$ cat src/rtl/sw40g_pkg.sv
// Shared types and widths for the Sw_40g switch core.
package sw40g_pkg;

  localparam int unsigned SW_DATA_W = 64;

  typedef enum logic [1:0] {
    ST_IDLE,
    ST_PASS,
    ST_DRAIN
  } arb_state_t;

endpackage

$ cat src/rtl/sw_rr_pick.sv
// Rotating priority encoder: first set request strictly after ptr, with wrap.
module sw_rr_pick #(
  parameter  int unsigned N  = 7,
  localparam int unsigned PW = $clog2(N)
) (
  input  logic [N-1:0]  req,
  input  logic [PW-1:0] ptr,
  output logic [PW-1:0] grant,
  output logic          grant_vld
);

  int unsigned idx;

  // Offset 1..N from ptr so the last winner has the lowest priority.
  always_comb begin
    grant     = '0;
    grant_vld = 1'b0;
    idx       = 0;
    for (int unsigned i = 1; i <= N; i++) begin
      idx = (32'(ptr) + i) % N;
      if (!grant_vld && req[PW'(idx)]) begin
        grant     = PW'(idx);
        grant_vld = 1'b1;
      end
    end
  end

endmodule

$ cat src/rtl/sw_frame_rr_arbiter.sv
// Frame-level round-robin merge of N AXI-Stream ingress ports onto one egress stream,
// with tid stamping, oversize truncation and per-port frame/truncation counters.
module sw_frame_rr_arbiter
  import sw40g_pkg::*;
#(
  parameter  int unsigned N_PORTS   = 7,
  parameter  int unsigned DATA_W    = SW_DATA_W,
  parameter  int unsigned MAX_BEATS = 1024,
  parameter  int unsigned CNT_W     = 32,
  localparam int unsigned KEEP_W    = DATA_W / 8,
  localparam int unsigned TID_W     = $clog2(N_PORTS)
) (
  input  logic                              SysClk,
  input  logic                              Rst,
  input  logic [N_PORTS-1:0][DATA_W-1:0]    s_tdata,
  input  logic [N_PORTS-1:0][KEEP_W-1:0]    s_tkeep,
  input  logic [N_PORTS-1:0]                s_tvalid,
  input  logic [N_PORTS-1:0]                s_tlast,
  output logic [N_PORTS-1:0]                s_tready,
  output logic [DATA_W-1:0]                 m_tdata,
  output logic [KEEP_W-1:0]                 m_tkeep,
  output logic                              m_tvalid,
  output logic                              m_tlast,
  output logic [TID_W-1:0]                  m_tid,
  output logic                              m_tuser,
  input  logic                              m_tready,
  input  logic [N_PORTS-1:0]                cfg_port_en,
  output logic [N_PORTS-1:0][CNT_W-1:0]     stat_frames,
  output logic [N_PORTS-1:0][CNT_W-1:0]     stat_trunc
);

  localparam int unsigned BCNT_W = $clog2(MAX_BEATS) + 1;
  localparam logic [BCNT_W-1:0] LAST_BEAT = BCNT_W'(MAX_BEATS - 1);

  arb_state_t         state_q, state_d;
  logic [TID_W-1:0]   grant_q, grant_d;
  logic [TID_W-1:0]   rr_ptr_q, rr_ptr_d;
  logic [BCNT_W-1:0]  beat_cnt_q, beat_cnt_d;
  logic [N_PORTS-1:0] req;
  logic [TID_W-1:0]   pick_grant;
  logic               pick_vld;
  logic               take, sel_valid, sel_last, at_limit;
  logic               out_load, frame_done, frame_trunc;

  assign req = s_tvalid & cfg_port_en;

  sw_rr_pick #(.N(N_PORTS)) u_pick (
    .req       (req),
    .ptr       (rr_ptr_q),
    .grant     (pick_grant),
    .grant_vld (pick_vld)
  );

  // Next-state, ingress ready and per-beat strobes.
  always_comb begin
    state_d     = state_q;
    grant_d     = grant_q;
    rr_ptr_d    = rr_ptr_q;
    beat_cnt_d  = beat_cnt_q;
    s_tready    = '0;
    out_load    = 1'b0;
    frame_done  = 1'b0;
    frame_trunc = 1'b0;
    sel_valid   = s_tvalid[grant_q];
    sel_last    = s_tlast[grant_q];
    take        = !m_tvalid || m_tready;
    at_limit    = (beat_cnt_q == LAST_BEAT);

    case (state_q)
      ST_IDLE: begin
        if (pick_vld) begin
          grant_d    = pick_grant;
          rr_ptr_d   = pick_grant;
          beat_cnt_d = '0;
          state_d    = ST_PASS;
        end
      end
      ST_PASS: begin
        s_tready[grant_q] = take;
        if (take && sel_valid) begin
          out_load   = 1'b1;
          beat_cnt_d = beat_cnt_q + BCNT_W'(1);
          if (sel_last) begin
            frame_done = 1'b1;
            state_d    = ST_IDLE;
          end else if (at_limit) begin
            frame_trunc = 1'b1;
            state_d     = ST_DRAIN;
          end
        end
      end
      ST_DRAIN: begin
        // Tail of a truncated frame is swallowed up to its tlast.
        s_tready[grant_q] = 1'b1;
        if (sel_valid && sel_last) begin
          state_d = ST_IDLE;
        end
      end
      default: state_d = ST_IDLE;
    endcase
  end

  always_ff @(posedge SysClk or posedge Rst) begin
    if (Rst) begin
      state_q    <= ST_IDLE;
      grant_q    <= '0;
      rr_ptr_q   <= TID_W'(N_PORTS - 1);
      beat_cnt_q <= '0;
    end else begin
      state_q    <= state_d;
      grant_q    <= grant_d;
      rr_ptr_q   <= rr_ptr_d;
      beat_cnt_q <= beat_cnt_d;
    end
  end

  // Egress register: loads on accepted beat, holds under backpressure.
  always_ff @(posedge SysClk or posedge Rst) begin
    if (Rst) begin
      m_tdata  <= '0;
      m_tkeep  <= '0;
      m_tvalid <= 1'b0;
      m_tlast  <= 1'b0;
      m_tuser  <= 1'b0;
      m_tid    <= '0;
    end else if (out_load) begin
      m_tdata  <= s_tdata[grant_q];
      m_tkeep  <= s_tkeep[grant_q];
      m_tvalid <= 1'b1;
      m_tlast  <= sel_last || at_limit;
      m_tuser  <= !sel_last && at_limit;
      m_tid    <= grant_q;
    end else if (m_tready) begin
      m_tvalid <= 1'b0;
    end
  end

  always_ff @(posedge SysClk or posedge Rst) begin
    if (Rst) begin
      stat_frames <= '0;
      stat_trunc  <= '0;
    end else begin
      if (frame_done) begin
        stat_frames[grant_q] <= stat_frames[grant_q] + CNT_W'(1);
      end
      if (frame_trunc) begin
        stat_trunc[grant_q] <= stat_trunc[grant_q] + CNT_W'(1);
      end
    end
  end

endmodule

$ cat config.mk
export PLATFORM = sky130hd
export DESIGN_NAME = sw_frame_rr_arbiter
export DESIGN_NICKNAME = d
export VERILOG_FILES = /design/src/rtl/sw40g_pkg.sv /design/src/rtl/sw_rr_pick.sv /design/src/rtl/sw_frame_rr_arbiter.sv
export SDC_FILE = /design/constraint.sdc
export NUM_CORES = 1
export LEC_CHECK = 0
export ABC_CLOCK_PERIOD_IN_PS = 15600
export BUFFER_PORTS_ARGS = -buffer_cell sky130_fd_sc_hd__buf_2
export CAP_MARGIN = 10
export CORE_AREA = 8 8 408 410
export CTS_BUF_LIST = sky130_fd_sc_hd__clkbuf_16
export DETAILED_ROUTE_END_ITERATION = 10
export DIE_AREA = 0 0 416 418
export GPL_TIMING_DRIVEN = 0
export PLACE_DENSITY = 0.42
export SLEW_MARGIN = 20
export SYNTH_ARGS = -nofsm -noshare
export SYNTH_HDL_FRONTEND = slang
export SYNTH_SLANG_ARGS = --single-unit
$ cat constraint.sdc
create_clock -name SysClk -period 15.6 [get_ports SysClk]
set_input_delay 0.78 -clock SysClk [delete_from_list [all_inputs] [get_ports SysClk]]
set_output_delay 0.78 -clock SysClk [all_outputs]
set_load 0.01 [all_outputs]
==> flow_summary_export.csv <==
group,metric,value,unit
run_status,outcome,"finished, final reports clean",
placement,placed_cells,6261,
yosys,synth_mux_area_frac,0.162,
grt,overflow,0,
cts,clockRootBuffer,"clkbuf_16",
yosys,yosys.area.top_type_share,0.450,
setup_path,path_max_fanout,12,
route,ant_nets,0,
sta,finalCritPeriodShare,0.677,
setup_path,r2r_start,"grant_q[0]$_DFFE_PP0P_",
cells_and_area,final_area,41200,µm²
cts,tritoncts,"yes",
yosys,synth_top_family_by_area,"compound AO/OA/AOI/OAI gates",
cts,clock_sink_count,544,
yosys,synth-warning-count,0,
yosys,ys_ff_latch,544,
grt,grt.met3_usage,0.0490,
route,drt_iter0_drc,2995,
cells_and_area,multi_input_area,15400,µm²
cts,h-tree-depth,3,
cts,ctsHoldBuffers,0,
yosys,yosysSeqAreaShare,0.451,
cells_and_area,regArea,13600,µm²
route,wl_per_cell,35.5,µm
route,avgViaCountPerCell,5.03,
cells_and_area,drive_gt1_frac,0.377,
cells_and_area,fin_util,0.258,
yosys,synth_area_leader_cell,"dfrtp_1",
yosys,yosys.area_share.simple,0.117,
sta,rsz0062_at_grt,"false",
sta,finalHoldViolCount,0,
yosys,synthCells,3086,
yosys,yosysMostFrequentCell,"dfrtp_1",
yosys,synthTopCellsByArea,"dfrtp_1 45%, mux2_2 9.6%, o21ai_0 7.0%",
yosys,async_flop_share,1.00,
yosys,ys_types,95,
floorplanning,design.portCount,1061,
placement,gp_congestion,0.950,
setup_path,crit_type,"flop to flop",
yosys,synth_edf_count,0,
grt,grt_pass1_wl,300000,µm
yosys,syn_area_per_cell,9.77,µm²
cts,cts_buffers,72,
cells_and_area,nets,4804,
cts,path_clk_slew,0.06,ns
yosys,synth_xor_area_frac,0.0237,
sta,finalSetupViolCount,0,
sta,fin_crit,10.56,ns
yosys,synth_common_cells,"542 x dfrtp_1, 477 x nand2_1, 420 x o21ai_0",
power_and_ir_drop,vdd_drop_max,94.5,µV
setup_path,rrSetupSlack,5.04,ns
floorplanning,rows,147,
sta,fmax,0.0947,GHz
flow_run,maxCapViolCount,0,
grt,grt_pass1_vias,32450,
grt,gr-usage-met2,0.450,
grt,grt_max_degree,32,
yosys,synth_flop_cell,"dfrtp_1",
setup_path,critPathCaptureType,"flop",
sta,tightest_slew,1.26,ns
power_and_ir_drop,p_leak,19.7,nW
placement,placed_area,38700,µm²
setup_path,critPathArrivalTime,11.07,ns
route,dr.pass1.iters,7,
floorplanning,die_height,418,µm
grt,busiest_layer,"met2",
worst_hold_path,hp-class,"input port to asynchronous set/reset pin",
setup_path,worstSetupStartpoint,"grant_q[0]$_DFFE_PP0P_",
sta,finalClockSkew,0.0435,ns
setup_path,startpoint_type,"flop",
sta,slew_headroom,0.163,
floorplanning,initial_utilization,0.189,
cts,clockBufferDepth,3,
yosys,syn-num-nets,3641,
cts,cts_setup_buffers,0,
placement,dp_hpwl,180000,µm
floorplanning,die_area,174000,µm²
yosys,synth_compound_area_frac,0.195,
power_and_ir_drop,powerDensity,182,nW/µm²
cts,clk_latency,0.69,ns
yosys,syn-cell-area,30200,µm²
grt,grt_use_total,0.248,
yosys,synthAdderAreaFrac,0.0112,
sta,drv_slew,0,
grt,grt_util_met1,0.282,
sta,whs,0.218,ns
floorplanning,design.core.area,160000,µm²
setup_path,required,16.11,ns
cells_and_area,fin_cells,6420,
cts,cts.repair.resized,0,
floorplanning,die_w,416,µm
placement,io_buffers,1060,
cells_and_area,num-fill-cells,17575,
grt,grt_antenna_before_repair,66,
sta,setup_tns,0,ns
route,route.detailed.drc,0,
cells_and_area,syn_to_final_growth,36.5,%
route,routed_wl,228000,µm
route,via_count,32300,
-- routing by layer --
metal,up-vias,wire length [µm]
met1,16563,85800
met5,-,96
met2,1591,115000
met4,16,13000
met3,453,13900
li1,13677,-
-- worst max-delay path, cell delays in order, from the launching register on --
cell and delay, ns:
dfrtp_1 0.48, buf_2 0.28, inv_2 0.24, buf_2 0.47, buf_2 0.66, buf_2 0.68, clkbuf_2 0.64, clkbuf_2 0.67
clkbuf_1 0.73, clkbuf_2 0.60, ha_1 0.37, clkbuf_1 0.22, inv_2 0.30, ha_1 0.22, ha_1 0.15, clkbuf_1 0.33
nand2b_1 0.09, nor4_1 0.54, o21ai_0 0.45, a311oi_1 0.40, a221oi_1 0.19, or4b_1 0.61, and4bb_2 0.40, buf_2 0.23
a21oi_1 0.11, xnor2_1 0.16, nor2_1 0.06
-- stage by stage --
stage / worst slack, ns / power, mW
after global routing: 4.70 / 7.81
after floorplan: 7.42 / 3.71
final: 5.04 / 7.48
after global placement: 2.76 / 5.75
after CTS: 5.06 / 7.57
after detailed placement: 5.06 / 5.82
-- registers in the layout, summed over array words and instances (netlist names) --
name,count
beat_cnt_q,11
m_tlast,1
state_q,2
stat_trunc,224
grant_q,3
m_tid,3
m_tvalid,1
m_tuser,1
m_tkeep,8
stat_frames,224
m_tdata,64
rr_ptr_q,2
-- report_power, final --
group	switching, mW	leakage (nW)	internal, mW
logic	2.86	11.1	1.16
clock network	0.747	1.19	0.980
registers	0.152	7.41	1.59
-- cells by family after synthesis --
group | count (synthesis)
buf+inv | 264
compound gates | 945
xor+xnor | 79
flops | 544
fa+ha+maj | 27
mux | 415
simple gates | 812
-- cell type report --
cell class / count / share of cell area
well taps: 2086 / 0.0634
diodes: 28 / 0.00170
flip-flops and latches: 544 / 0.331
plain buffers: 234 / 0.0267
clock buffers: 72 / 0.0438
repair buffers: 1089 / 0.143
inverters: 30 / 0.00283
clock inverters: 59 / 0.0133
multi-input cells: 2278 / 0.375
-- cells in the final DEF, fill, tap and decap left out, types with 11 or more instances in the layout --
cell type / netlist / final
buf_2: 45 / 1116
dfrtp_1: 542 / 542
nand2_1: 477 / 477
o21ai_0: 420 / 420
mux2_2: 257 / 257
nor2_1: 163 / 162
a21oi_1: 143 / 143
clkbuf_1: 152 / 132
mux2i_1: 125 / 125
a22oi_1: 89 / 89
a221oi_1: 77 / 77
clkbuf_16: 0 / 72
xnor2_1: 50 / 50
a31oi_1: 42 / 42
inv_1: 26 / 36
mux4_2: 33 / 33
diode_2: 0 / 28
ha_1: 27 / 27
xor2_1: 26 / 26
nor3_1: 26 / 24
nand3_1: 24 / 24
a221o_1: 23 / 23
clkbuf_2: 0 / 21
o22ai_1: 21 / 21
buf_12: 1 / 20
clkinv_1: 1 / 18
nand4_1: 18 / 18
buf_4: 15 / 17
and3_1: 16 / 16
a21o_1: 13 / 13
clkinv_2: 0 / 13
nand3b_1: 11 / 11
-- path summary, 6_finish.rpt --
kind	to	cells after the start
hold / removal	m_tkeep[2]$_DFFE_PP0P_	2
hold reg to reg	m_tdata[35]$_DFFE_PP0P_	2
setup / recovery	beat_cnt_q[6]$_DFFE_PP0P_	26
min in group SysClk	m_tdata[26]$_DFFE_PP0P_	3
setup reg to reg	beat_cnt_q[6]$_DFFE_PP0P_	26
max in group asynchronous	stat_frames[43]$_DFFE_PP0P_	9
Note: power is estimated with default switching activity, not from simulation.
